==> src/rtl/ps2_pkg.sv <==
// ps2_pkg: shared state type and frame constants for the PS/2 byte receiver
package ps2_pkg;
  typedef enum logic [2:0] {IDLE, DATA, PARITY, STOP, RESYNC} ps2_rx_state_t;
  localparam int PS2_DATA_BITS = 8;
  localparam int PS2_FRAME_BITS = 11;
endpackage

==> src/rtl/ps2_sync_edge.sv <==
// ps2_sync_edge: N-stage synchroniser on PS/2 clock and data with registered falling-edge detect
module ps2_sync_edge #(
  parameter int N = 2
) (
  input  logic clk,
  input  logic reset,
  input  logic ps2_clk,
  input  logic ps2_data,
  output logic fall,
  output logic d
);
  logic [N-1:0] cs, ds;
  logic cq;
  always_ff @(posedge clk) begin
    if (reset) begin
      cs <= '1;
      ds <= '1;
      cq <= 1'b1;
      fall <= 1'b0;
      d <= 1'b1;
    end else begin
      cs <= {cs[N-2:0], ps2_clk};
      ds <= {ds[N-2:0], ps2_data};
      cq <= cs[N-1];
      fall <= cq & ~cs[N-1];
      d <= ds[N-1];
    end
  end
endmodule

==> src/rtl/ps2_byte_receiver.sv <==
// ps2_byte_receiver: de-frames PS/2 11-bit frames into bytes; PS2_PARITY_CHECK_EN enables odd-parity checking
module ps2_byte_receiver
  import ps2_pkg::*;
#(
  parameter int SYNC_STAGES = 2,
  parameter int TIMEOUT_CYCLES = 5000
) (
  input  logic       clk,
  input  logic       reset,
  input  logic       ps2_clk,
  input  logic       ps2_data,
  output logic [7:0] out_byte,
  output logic       valid,
  output logic       frame_err
);
  localparam int TW = $clog2(TIMEOUT_CYCLES + 1);
  localparam logic [TW-1:0] TMAX = TW'(TIMEOUT_CYCLES - 1);
  ps2_rx_state_t state, nxt;
  logic [2:0] cnt;
  logic [7:0] sr;
  logic [TW-1:0] idle;
  logic p, fall, d, tout, par, parity_ok, nvalid, nerr;
  ps2_sync_edge #(.N(SYNC_STAGES)) u_sync (
    .clk(clk),
    .reset(reset),
    .ps2_clk(ps2_clk),
    .ps2_data(ps2_data),
    .fall(fall),
    .d(d)
  );
  assign tout = !fall && idle == TMAX && (state == DATA || state == PARITY || state == STOP);
  assign par = ^{sr, p};
  always_ff @(posedge clk) begin
    if (reset) begin
      state <= IDLE;
      cnt <= '0;
      sr <= '0;
      p <= 1'b0;
      idle <= '0;
      out_byte <= '0;
      valid <= 1'b0;
      frame_err <= 1'b0;
    end else begin
      state <= nxt;
      idle <= fall ? '0 : (idle == TMAX ? idle : idle + 1'b1);
      valid <= nvalid;
      frame_err <= nerr;
      if (fall && state == IDLE && !d) begin
        cnt <= '0;
        sr <= '0;
      end
      if (fall && state == DATA) begin
        sr <= {d, sr[7:1]};
        cnt <= cnt + 1'b1;
      end
      if (fall && state == PARITY) p <= d;
      if (nvalid) out_byte <= sr;
    end
  end
  always_comb begin
    nxt = state;
    if (tout) nxt = IDLE;
    else if (fall)
      case (state)
        IDLE:    nxt = d ? IDLE : DATA;
        DATA:    nxt = cnt == 3'(PS2_DATA_BITS - 1) ? PARITY : DATA;
        PARITY:  nxt = STOP;
        STOP:    nxt = d ? IDLE : RESYNC;
        RESYNC:  nxt = d ? IDLE : RESYNC;
        default: nxt = IDLE;
      endcase
  end
  always_comb begin
`ifdef PS2_PARITY_CHECK_EN
    parity_ok = par;
`else
    // parity bit is still latched so the datapath matches the checking build
    parity_ok = par | 1'b1;
`endif
    nvalid = fall && state == STOP && d && parity_ok;
    nerr = tout || (fall && state == STOP && !(d && parity_ok));
  end
endmodule

==> config.mk <==
export PLATFORM = sky130hd
export DESIGN_NAME = ps2_byte_receiver
export DESIGN_NICKNAME = d
export VERILOG_FILES = /design/src/rtl/ps2_pkg.sv /design/src/rtl/ps2_sync_edge.sv /design/src/rtl/ps2_byte_receiver.sv
export SDC_FILE = /design/constraint.sdc
export NUM_CORES = 1
export LEC_CHECK = 0
export CORE_ASPECT_RATIO = 1.1
export CORE_MARGIN = 2
export CORE_UTILIZATION = 41
export DETAILED_ROUTE_END_ITERATION = 10
export DONT_BUFFER_PORTS = 1
export SLEW_MARGIN = 10
export SYNTH_ARGS = -nofsm -noshare
export SYNTH_HDL_FRONTEND = slang
export SYNTH_HIERARCHICAL = 1
export SYNTH_SLANG_ARGS = --single-unit
==> constraint.sdc <==
create_clock -name clk -period 4.5 [get_ports clk]
set_clock_uncertainty 0.05 [all_clocks]
set_input_delay 1.125 -clock clk [delete_from_list [all_inputs] [get_ports clk]]
set_output_delay 1.125 -clock clk [all_outputs]
set_load 0.01 [all_outputs]
==> out/qor.txt <==
Antenna cells: 0
Routed length per instance: 13.5 um
Vias: 1,406
First-pass DRT Iterations: 5
Clock root buffer: clkbuf_8
Post-synthesis sequential area ratio: 0.474
Total track usage: 0.145
RSZ-0062 raised after global routing: no
Commonest cells after routing, fill and taps aside: dfxtp_1, nand2_1, nand2b_1, o21ai_0, a21oi_1
Final period util: 0.415
Starting Density: 0.431
Count of cell types in the netlist: 45
Sequential cell area: 881 um2
Area of the multi-input gates: 908 um2
Metal1 wirelength: 1450 um
Average size of a mapped cell: 9.20 um2
Non-filler cells, final: 252
Pwr/cell area: 333 nW/um2
Clk slew on worst S/H paths: 80 ps
Hold slack: 358 ps
Largest net degree at the start of global routing: 45
Async SR Flop Fraction: 0
# IOs: 14
Clk_lat worst skew: 300 ps
Dpl cells: 244
Initial antenna violation count: 0
Remaining global-route overflow: 0
# DRC: 0
Area Growth Syn to Fin: 5.38%
Top FF cell, synth: dfxtp_1
Ratio of cells with drive above 1 in the final layout: 0.0707
FMAX: 535 MHz
H-tree levels: 2
Actual slew at the worst max-slew pin: 665 ps
Worst-path maximum fanout: 2
Routed vias/inst: 5.58
Syn Nets: 209
Cells after Synth: 202
Status: completed
Post-DRT Antenna Nets: 0
Num rows: 25
WP data required: 3320 ps
Hold-fix buffers, CTS: 0
Post-route setup slack: 2630 ps
Routed wl met3: 115 um
Die H: 74.6 um
Nets: 204
Setup TNS: 0 ps
Total wire length: 3410 um
Slew Limit Fails: 0
Post-layout min period: 1870 ps
Setup slack at placement: 2510 ps
Wire length on met2: 1770 um
Commonest non-fill, non-tap cell in the layout: dfxtp_1
CTS tree: built
Die W: 68.2 um
Max Cap Viol: 0
Post-CTS setup buffers: 0
Crit path kind: flop to primary output
Global placement routability congestion: 0.906
Fillers: 416
Top layer in use: met4
Startpoint types: flop
Hold WC Path Type: flop to flop
PostCTS Resize Cnt: 0
Leak: 0.000638 uW
Crit path DAT: 690 ps
First-pass GRT wire length: 5510 um
Final setup vio count: 0
Post-Syn Area: 1860 um2
HPWL Detailed: 2360 um
Core area: 4320 um2
Worst-case vdd ir drop: 223 uV
Yosys warns: 6
Die area: 5090 um2
Rel. slew slack: 0.556
CTS sink count: 44
Total CTS buffers: 5
Clock tree buffer depth: 2
Setup crit end kind: primary output
DRT iter0 DRCs: 78
Number of global-route vias before repair: 1,274
EDFF count, synth: 0
Synth Register Bits: 44
Fin. Hold Viols: 0
PortBufs: 0
power breakdown:
part | internal (uW) | total [uW] | switching (uW) | leakage (uW)
clock network | 108 | 241 | 133 | 0.0000479
registers | 394 | 398 | 4.55 | 0.000356
logic | 7.51 | 14.5 | 6.96 | 0.000234
area by class of cell:
cell class,instances,share of cell area
sequential,44,0.450
clock inverter,3,0.00958
tap,54,0.0345
multi-input combinational,142,0.464
inverter,4,0.00766
clock buffer,5,0.0351
cell usage after synthesis, types with 4 or more instances:
cell / number / area share
nand3_1: 4 / 0.011
or2_1: 6 / 0.020
nand2_1: 20 / 0.040
nor2_1: 5 / 0.010
or3_1: 4 / 0.013
o21ai_0: 16 / 0.043
a21oi_1: 16 / 0.043
mux2i_1: 12 / 0.065
nand2b_1: 17 / 0.057
dfxtp_1: 44 / 0.47
clkbuf_1: 6 / 0.012
inv_1: 4 / 0.0081
buf_2: 4 / 0.011
per-stage QoR:
stage	power [uW]	instance area (um2)	utilization
after floorplan	423	1860	-
after detailed placement	422	1870	0.434
after global routing	678	1960	0.454
after CTS	662	1960	0.454
final	653	1960	0.454
after global placement	421	1870	0.434
metal layers:
metal	GRT usage	vias to the layer above
met2	0.254	21
met3	0.0389	6
met1	0.157	669
li1	-	710
met5	0	-
met4	0.0778	0
sequential cells by signal, indices dropped and copies added, names as in the netlist:
signal	cells
cnt	3
u_sync/d	1
frame_err	1
u_sync/fall	1
u_sync/cs	2
state	3
u_sync/cq	1
valid	1
out_byte	8
idle	13
sr	8
u_sync/ds	2
logic make-up (layout without fill, tap and decap cells):
| group | count (synthesis) | count (layout) | share of synthesized area |
|---|---|---|---|
| buffers and inverters | 16 | 12 | 0.0377 |
| XOR/XNOR | 2 | 2 | 0.00942 |
| multiplexers | 12 | 12 | 0.0646 |
| AND/OR/NAND/NOR | 81 | 81 | 0.256 |
| adder cells (fa/ha/maj) | 3 | 3 | 0.0202 |
| flip-flops | 44 | 44 | 0.474 |
| AO/OA/AOI/OAI | 44 | 44 | 0.138 |
path summary, 6_finish.rpt:
kind	startpoint	to	slack, ps	depth (start not counted)
setup / recovery	out_byte[1]	out_byte[1]	2630	0
hold reg to reg	u_sync/cs[0]	u_sync/cs[1]	360	1
hold / removal	u_sync/cs[0]	u_sync/cs[1]	360	1
setup reg to reg	idle[0]	idle[10]	2820	4
Note: power is estimated with default switching activity, not from simulation.
